===== src/rtl/fetch_unit.sv =====
// IF stage of the pipelined MIPS core: PC/nPC with a branch delay slot,
// instruction-memory addressing and the IF/ID register. A redirect that
// arrives while stalled is latched and applied on the first free edge.
module fetch_unit #(
  parameter int          ADDR_W   = 9,
  parameter logic [31:0] RESET_PC = 32'h0000_0000
) (
  input  logic              clk,
  input  logic              reset,
  input  logic              stall,
  input  logic              flush,
  input  logic              redirect,
  input  logic [31:0]       redirect_target,
  input  logic [31:0]       imem_instr,
  output logic [ADDR_W-1:0] imem_addr,
  output logic [31:0]       pc_out,
  output logic [31:0]       npc_out,
  output logic [31:0]       if_id_instr,
  output logic [31:0]       if_id_pc,
  output logic              if_id_valid,
  output logic              redirect_pending
);

  typedef enum logic {RUN, PEND} state_e;

  state_e      state_q, state_d;
  logic [31:0] pc_q, pc_d;
  logic [31:0] npc_q, npc_d;
  logic [31:0] pend_q, pend_d;
  logic [31:0] ifi_q, ifi_d;
  logic [31:0] ifpc_q, ifpc_d;
  logic        ifv_q, ifv_d;
  logic [31:0] redir_tgt;
  logic [31:0] next_tgt;

  // Targets are word-aligned; the low two bits of a redirect are dropped.
  assign redir_tgt = {redirect_target[31:2], 2'b00};

  // Next fetch target: a live redirect beats a latched one, else sequential.
  always_comb begin
    next_tgt = npc_q + 32'd4;
    if (redirect)             next_tgt = redir_tgt;
    else if (state_q == PEND) next_tgt = pend_q;
  end

  // Next-state logic for PC/nPC, IF/ID and the pending-redirect FSM.
  always_comb begin
    state_d = state_q;
    pc_d    = pc_q;
    npc_d   = npc_q;
    pend_d  = pend_q;
    ifi_d   = ifi_q;
    ifpc_d  = ifpc_q;
    ifv_d   = ifv_q;
    if (!stall) begin
      // The old nPC is always fetched next, which gives the delay slot.
      pc_d    = npc_q;
      npc_d   = next_tgt;
      state_d = RUN;
      ifi_d   = imem_instr;
      ifpc_d  = pc_q;
      ifv_d   = 1'b1;
    end else if (redirect) begin
      // Newest redirect wins over any older pending target.
      pend_d  = redir_tgt;
      state_d = PEND;
    end
    // A flush bubbles IF/ID even when stalled; PC/nPC still follow stall.
    if (flush) begin
      ifi_d  = 32'h0;
      ifpc_d = 32'h0;
      ifv_d  = 1'b0;
    end
  end

  // State registers with synchronous active-low reset.
  always_ff @(posedge clk) begin
    if (!reset) begin
      state_q <= RUN;
      pc_q    <= RESET_PC;
      npc_q   <= RESET_PC + 32'd4;
      pend_q  <= 32'h0;
      ifi_q   <= 32'h0;
      ifpc_q  <= 32'h0;
      ifv_q   <= 1'b0;
    end else begin
      state_q <= state_d;
      pc_q    <= pc_d;
      npc_q   <= npc_d;
      pend_q  <= pend_d;
      ifi_q   <= ifi_d;
      ifpc_q  <= ifpc_d;
      ifv_q   <= ifv_d;
    end
  end

  // Memory is addressed straight from the PC; upper bits alias.
  assign imem_addr        = pc_q[ADDR_W-1:0];
  assign pc_out           = pc_q;
  assign npc_out          = npc_q;
  assign if_id_instr      = ifi_q;
  assign if_id_pc         = ifpc_q;
  assign if_id_valid      = ifv_q;
  assign redirect_pending = (state_q == PEND);

endmodule


===== config.mk =====
export PLATFORM = sky130hd
export DESIGN_NAME = fetch_unit
export DESIGN_NICKNAME = d
export VERILOG_FILES = /design/src/rtl/fetch_unit.sv
export SDC_FILE = /design/constraint.sdc
export NUM_CORES = 1
export LEC_CHECK = 0
export CORE_MARGIN = 10
export CORE_UTILIZATION = 30
export DETAILED_ROUTE_END_ITERATION = 8
export HOLD_SLACK_MARGIN = 0.12
export PLACE_DENSITY = 0.57
export SETUP_SLACK_MARGIN = 0.05
export SYNTH_ARGS = -nofsm -noshare
export SYNTH_HDL_FRONTEND = slang
export SYNTH_SLANG_ARGS = --single-unit
export TNS_END_PERCENT = 1

===== constraint.sdc =====
create_clock -name clk -period 3.9 [get_ports clk]
set_input_delay 0.78 -clock clk [delete_from_list [all_inputs] [get_ports clk]]
set_output_delay 0.78 -clock clk [all_outputs]
set_load 0.05 [all_outputs]

---- Word-level counts from Yosys, hierarchy flattened ----
Cells that the tools add are included.
storage, ports and cells
  bits in latches ......................... 0
  output and inout port bits .............. 139
  input bits .............................. 69
  register bits after elaboration ......... 160
  RAM bits ................................ 0
  word-level logic and storage cells ...... 14
  memories ................................ 0
  bits in read-only memories .............. 0
operators by class
  $add $sub $neg .......................... 1
  order comparisons ....................... 0
  multiply operators ...................... 0
  equality and inequality tests ........... 0
  reductions and logical operators ........ 3
  bitwise operators ....................... 1
  div/mod/pow operators ................... 0
  muxes and demuxes ....................... 2
  shift-type cells ........................ 0
operator list
  cell                   count
  $mux 32                2
  $add 32x3->32 const B  1
  $reduce_and 2->1       2
  $reduce_or 2->1        1
  $not 1->1              1

---- Depth between registers and ports, before layout ----
Gate-level depths: netlist (run 1).
  depth in word-level cells ............... 3
  mapped depth ............................ 7
  depth with buffers taken out ............ 6

---- Worst setup path after synthesis (run 1) ----
Ideal clock, no wire load.
  kind .................................... register to register
  start point ............................. register npc_q[2], in the netlist npc_out[2]
  end point ............................... register npc_q[24], in the netlist npc_out[24]
  slack ................................... 1.558 ns
  stages on the path, launching flop included .. 7
  path buffers ............................ 0
  clock period less this slack ............ 2.342 ns
  data arrival time ....................... 2.264 ns
  library setup time ...................... 0.079 ns
  data required time ...................... 3.821 ns
  cells stage by stage .................... dfxtp_1 ha_1 nand4_4 nor4_4 nand2_2 or4_1 o211ai_1
between the ends
  cells in the longest elaborated chain, start to end .. 3
RTL lines
  what                    RTL line  text
  from (decl)             28        logic [31:0] npc_q, npc_d;
  from (signal assigned)  81        npc_q <= RESET_PC + 32'd4;
  from (signal assigned)  89        npc_q <= npc_d;
  $add 32x3->32           41        next_tgt = npc_q + 32'd4;
  $mux 32                 43        else if (state_q == PEND) next_tgt = pend_q;
  $mux 32                 42        if (redirect) next_tgt = redir_tgt;
No other way between the ends.
A chain may end at the register's enable or synchronous reset.

---- Worst setup path in the final report (run 1) ----
  start point ............................. register npc_q[15], in the netlist npc_out[15]
  end point ............................... output port npc_out[15]
RTL lines
  what       RTL line  text
  to (decl)  17        output logic [31:0] npc_out,
No word-level cell between the ends.

==> results.py, run 1 <==
metrics = {
    "grt": {
        "grt_pass1_wl_um": 34300,
        "grt_use_met2_pct": 23.3,
        "grt_use_total_pct": 14.9,
        "grt-busiest-layer": "met2",
        "first_global_vias": 5830,
        "use_met1_pct": 19.4,
        "met3_usage_pct": 4.03,
        "antenna_found_initial": 1,
        "gr-total-overflow": 0,
        "grt_max_degree": 59,
    },
    "critical_path": {
        "critPathTopFamily": "buffers and inverters",
        "cpMaxStageDelayCell": "clkdlybuf4s50_1",
        "worst_setup_path_end_kind": "output port",
        "crit_type": "reg -> out",
        "max_stage_delay_ps": 910,
        "worstSetupStartpointType": "register",
        "crit_path_cell_trace": "clkdlybuf4s50_1",
        "path_buf_inv": 1,
        "cp_max_fo": 11,
        "cp.required_ps": 3120,
        "arrival_ps": 1980,
    },
    "die": {
        "die_w_um": 170,
        "start_util_pct": 30.8,
        "die_h_um": 170,
        "ios": 208,
        "rows": 54,
        "core_mm2": 0.0220,
        "die-area_mm2": 0.0289,
    },
    "finish": {
        "final_common_cell": "clkdlybuf4s50_1",
        "final_cells": 1213,
        "postLayoutCellArea_mm2": 0.00946,
        "layout-drive-gt1-share_pct": 7.19,
        "fin_nets": 989,
        "mostFrequentLayoutCells": "196 x clkdlybuf4s50_1, 154 x dfxtp_1, 109 x nor2_1, 97 x mux2i_1, 85 x nand2_1",
        "area_growth_pct": 40.0,
    },
    "outcome": {
        "status": "completed",
    },
    "placement": {
        "place_hpwl_um": 16000,
        "portBuffers": 197,
        "globalplace.congestion": 0.818,
        "placed_cell_area_mm2": 0.00881,
        "dp_cells": 1180,
    },
    "yosys": {
        "synth-simple-area-share_pct": 17.3,
        "synth_compound_area_share_pct": 14.7,
        "syn-cell-area_mm2": 0.00676,
        "synth_fa_ha_area_share_pct": 0.185,
        "synth.area.mux_share_pct": 14.5,
        "yosysSeqAreaShare_pct": 45.6,
        "synth_ff_type": "dfxtp_1",
        "synth_edf_count": 0,
        "yosysWarnings": 0,
        "async_reset_ff_share_pct": 0,
        "synthDominantCellAreaShare_pct": 45.6,
        "synth_area_leader_cell": "dfxtp_1",
        "synthXorXnorAreaFrac_pct": 0.648,
        "synth_area_leaders": "dfxtp_1 46%, mux2i_1 14%, nor2_1 6.1%",
        "synth.distinct_cells": 66,
        "syn_inst": 755,
        "avgSynthCellArea_um2": 8.95,
        "ys_seq_elements": 154,
        "synth_top_family_by_area": "simple AND/OR/NAND/NOR gates",
    },
    "clock_tree": {
        "clock-root-buffer": "clkbuf_16",
        "htree_num_levels": 4,
        "cts.sinks": 154,
        "clockBufferDepth": 2,
        "cts_tree": "built",
        "cts-hold-fix-buffers": 0,
        "cts_setup_buffers": 0,
        "path_clk_slew_ps": 70,
        "cts_buffers": 17,
        "insertion_delay_ps": 430,
        "cts_resized": 0,
    },
    "timing": {
        "slew-limit-headroom_pct": 22.3,
        "skew_ps": 10.4,
        "tightest_slew_ps": 1160,
        "finalSetupTns_ps": 0,
        "fin_crit_sh_pct": 70.7,
        "clock.fmax_mhz": 363,
        "drv_slew": 0,
        "rsz0062_at_grt": "false",
        "setup_viol": 0,
        "whs_ps": 451,
        "finalHoldViolations": 0,
        "fin_crit_ps": 2760,
    },
    "drt": {
        "drc": 0,
        "avgRoutedWirePerCell_um": 18.4,
        "ant_nets": 0,
        "drt_iter0_markers": 456,
        "drt-total-wl_um": 22300,
        "route.vias.total": 6040,
        "via_per_inst": 4.98,
        "first_pass_iters": 5,
    },
    "min_path": {
        "worstHoldPathType": "reg -> reg",
    },
    "pwr": {
        "p_per_area_mw_per_mm2": 440,
        "peakVddDrop_mv": 0.227,
        "p_total_w": 0.00417,
        "p_leak_nw": 3.66,
    },
    "run": {
        "drv_cap": 0,
    },
}
-- report_power, final --
group          switching, W  internal (W)
Sequential        0.0000777       0.00163
Combinational      0.000402      0.000251
Clock              0.000714       0.00109
-- cell families (layout without fill, tap and decap cells) --
family,Yosys count,count (layout)
XOR/XNOR,5,5
AO/OA/AOI/OAI,154,154
flip-flops,154,154
buffers and inverters,85,255
other,1,9
adder cells (fa/ha/maj),1,1
AND/OR/NAND/NOR,257,257
multiplexers,98,98
-- routing by layer --
layer	routed length (um)	vias to the layer above
li1	-	2963
met1	10200	2840
met2	10200	218
met3	1660	19
met4	296	0
met5	0	-
-- through the flow --
| stage | setup slack (ps) | util, % |
|---|---|---|
| finish | 1140 | 43.1 |
| global route | 1070 | 43.1 |
| CTS | 1130 | 43.1 |
| detailed placement | 835 | 40.1 |
| global placement | 862 | 40.1 |
| floorplan | 1560 | - |
-- cells in the mapped netlist (2+ instances only) --
| master | count |
|---|---|
| nand4_4 | 2 |
| nand3_1 | 15 |
| a21oi_1 | 61 |
| nor2_1 | 110 |
| buf_2 | 11 |
| o211a_1 | 2 |
| a221o_1 | 6 |
| clkbuf_1 | 29 |
| dfxtp_1 | 154 |
| o21ai_0 | 17 |
| o22ai_1 | 12 |
| and4_1 | 2 |
| nand4_1 | 8 |
| clkbuf_8 | 4 |
| and2_1 | 4 |
| and3_1 | 8 |
| nor4_1 | 4 |
| o221a_2 | 4 |
| nand2_1 | 85 |
| o211ai_1 | 8 |
| buf_4 | 20 |
| clkinv_1 | 2 |
| a22oi_1 | 5 |
| xnor2_1 | 4 |
| nor3_1 | 3 |
| a211oi_1 | 4 |
| or2_2 | 2 |
| mux2i_1 | 97 |
| inv_1 | 10 |
| a31oi_1 | 13 |
| a221oi_1 | 4 |
| buf_1 | 6 |
| nand2b_1 | 4 |
| buf_6 | 3 |
-- final cells by class --
| class | count | area [um^2] |
|---|---|---|
| diodes | 1 | 2.50 |
| fillers | 2132 | 12500 |
| clock buffers | 17 | 425 |
| clock inverters | 15 | 215 |
| repair buffers | 211 | 2100 |
| flip-flops and latches | 154 | 3080 |
| multi-input cells | 523 | 3230 |
| well taps | 280 | 350 |
| inverters | 12 | 45.0 |
-- worst paths after layout --
check	start	to	slack [ps]	cells past startpoint
setup / recovery	npc_out[15]	npc_out[15]	1140	1
hold / removal	if_id_valid	if_id_valid	450	2
setup reg to reg	npc_out[2]	npc_out[22]	1410	6
hold reg to reg	if_id_valid	if_id_valid	450	2
-- registers in the layout, summed over array words and instances, names as in the netlist --
register,count
npc_out,30
if_id_instr,32
pc_out,30
pend_q,30
if_id_pc,30
if_id_valid,1
redirect_pending,1
Power figures use the tool's default switching activity.
==> run 2, diff against run 1 <==
PLACE_DENSITY = 0.6   (was 0.57)
clock period = 2.3 ns   (was 3.9 ns; I/O delays follow)
==> results.py, run 2 (synthesized netlist as in run 1, its figures left out) <==
metrics = {
    "outcome": {
        "status": "completed",
    },
    "timing": {
        "finalSetupTns_ps": 0,
        "rsz0062_at_grt": "true",
        "fin_crit_sh_pct": 95.9,
        "tightest_slew_ps": 656,
        "finalHoldViolations": 0,
        "fin_crit_ps": 2210,
        "setup_viol": 0,
        "clock.fmax_mhz": 453,
        "drv_slew": 0,
        "slew-limit-headroom_pct": 56.2,
        "skew_ps": 13.0,
    },
    "drt": {
        "avgRoutedWirePerCell_um": 17.8,
        "wl_met3_um": 1540,
        "route.vias.total": 6065,
        "dr_wl_met2_um": 10200,
        "via_per_inst": 4.88,
        "wl_met1_um": 10100,
        "first_pass_iters": 7,
        "drc": 0,
        "top_layer_used": "met4",
        "drt-total-wl_um": 22200,
        "drt_iter0_markers": 442,
        "ant_nets": 0,
    },
    "finish": {
        "layout-drive-gt1-share_pct": 11.2,
        "diodes": 0,
        "final_common_cell": "clkdlybuf4s50_1",
        "n_fill_cell": 2167,
        "area_growth_pct": 43.1,
        "largest_reg_flops": 32,
        "fin_nets": 1021,
        "mostFrequentLayoutCells": "174 x clkdlybuf4s50_1, 152 x dfxtp_1, 109 x nor2_1, 97 x mux2i_1, 85 x nand2_1",
        "final_core_util_pct": 44.0,
    },
    "critical_path": {
        "cp.required_ps": 1840,
        "worstSetupStartpointType": "register",
        "cp_max_fo": 7,
        "cp-startpoint": "npc_out[22]",
        "max_stage_delay_ps": 870,
        "r2r-start": "npc_out[2]",
        "path_buf_inv": 1,
        "worst_setup_path_end_kind": "output port",
        "crit_path_cell_trace": "clkdlybuf4s50_1",
        "critPathTopFamily": "buffers and inverters",
        "cpMaxStageDelayCell": "clkdlybuf4s50_1",
        "arrival_ps": 1750,
        "crit_type": "reg -> out",
    },
    "clock_tree": {
        "clockBufferDepth": 2,
        "cts_tree": "built",
        "cts-hold-fix-buffers": 0,
        "htree_num_levels": 4,
        "insertion_delay_ps": 420,
        "cts.sinks": 154,
        "path_clk_slew_ps": 60,
        "clock-root-buffer": "clkbuf_16",
        "cts_buffers": 17,
    },
    "die": {
        "die_h_um": 170,
        "die-area_mm2": 0.0289,
        "core_mm2": 0.0220,
        "rows": 54,
        "die_w_um": 170,
        "start_util_pct": 30.8,
        "ios": 208,
    },
    "grt": {
        "grt_max_degree": 62,
        "first_global_vias": 5886,
        "gr-total-overflow": 0,
        "antenna_found_initial": 0,
        "grt_pass1_wl_um": 34300,
        "grt_use_total_pct": 14.9,
    },
    "placement": {
        "portBuffers": 197,
        "globalplace.congestion": 0.828,
        "place_hpwl_um": 16400,
    },
    "run": {
        "drv_cap": 0,
    },
    "pwr": {
        "peakVddDrop_mv": 0.361,
        "p_leak_nw": 3.90,
        "p_per_area_mw_per_mm2": 720,
    },
    "min_path": {
        "hold_start": "if_id_valid",
        "worstHoldPathType": "reg -> reg",
    },
}
run 2: metal layers:
layer	up-vias	track usage, %
met5	-	0
li1	3019	-
met4	0	4.46
met3	16	4.30
met1	2845	19.3
met2	185	23.7
run 2: area by class of cell:
cell class | count | area (um^2) | area share (%)
Multi-Input combinational cell | 523 | 3230 | 33.4
Sequential cell | 154 | 3090 | 31.9
Timing Repair Buffer | 243 | 2330 | 24.1
Clock buffer | 20 | 457 | 4.72
Tap cell | 280 | 350 | 3.62
Clock inverter | 12 | 163 | 1.68
Inverter | 12 | 45.0 | 0.466
run 2: repair_timing:
action,CTS,global route
setup buffers,0,0
endpoints found under the setup margin,13,5
resized for setup,13,1
hold endpoints to repair,0,0
run 2: through the flow:
| step | setup WS [ps] | instance area (um^2) | power, W | hold slack (ps) | instances |
|---|---|---|---|---|---|
| after floorplan | 177 | 6780 | 0.00366 | 431 | 762 |
| after global placement | 157 | 9060 | 0.00410 | 437 | 1212 |
| after detailed placement | 125 | 9060 | 0.00411 | 444 | 1212 |
| after CTS | 78.9 | 9670 | 0.00704 | 440 | 1244 |
| after global routing | 35.0 | 9670 | 0.00725 | 467 | 1244 |
| final | 93.2 | 9670 | 0.00696 | 448 | 1244 |
run 2: final timing paths:
check,end,slack (ps),cells after the start
setup / recovery,npc_out[22],90,1
hold / removal,if_id_valid,450,2
setup reg to reg,npc_out[24],270,6
hold reg to reg,if_id_valid,450,2
run 2: where the power goes:
part,leakage [nW],internal (W),total (W),switching (W)
sequential,1.26,0.00277,0.00288,0.000112
combinational,2.35,0.000446,0.00116,0.000709
clock,0.298,0.00178,0.00292,0.00114
total,3.90,0.00500,0.00696,0.00196
run 2: worst register-to-register path, stage by stage (launching register included):
cell,delay (ps)
dfxtp_2,340
ha_1,230
nand4_4,140
nor4_4,480
nand2_2,130
or4_1,530
o211ai_1,100
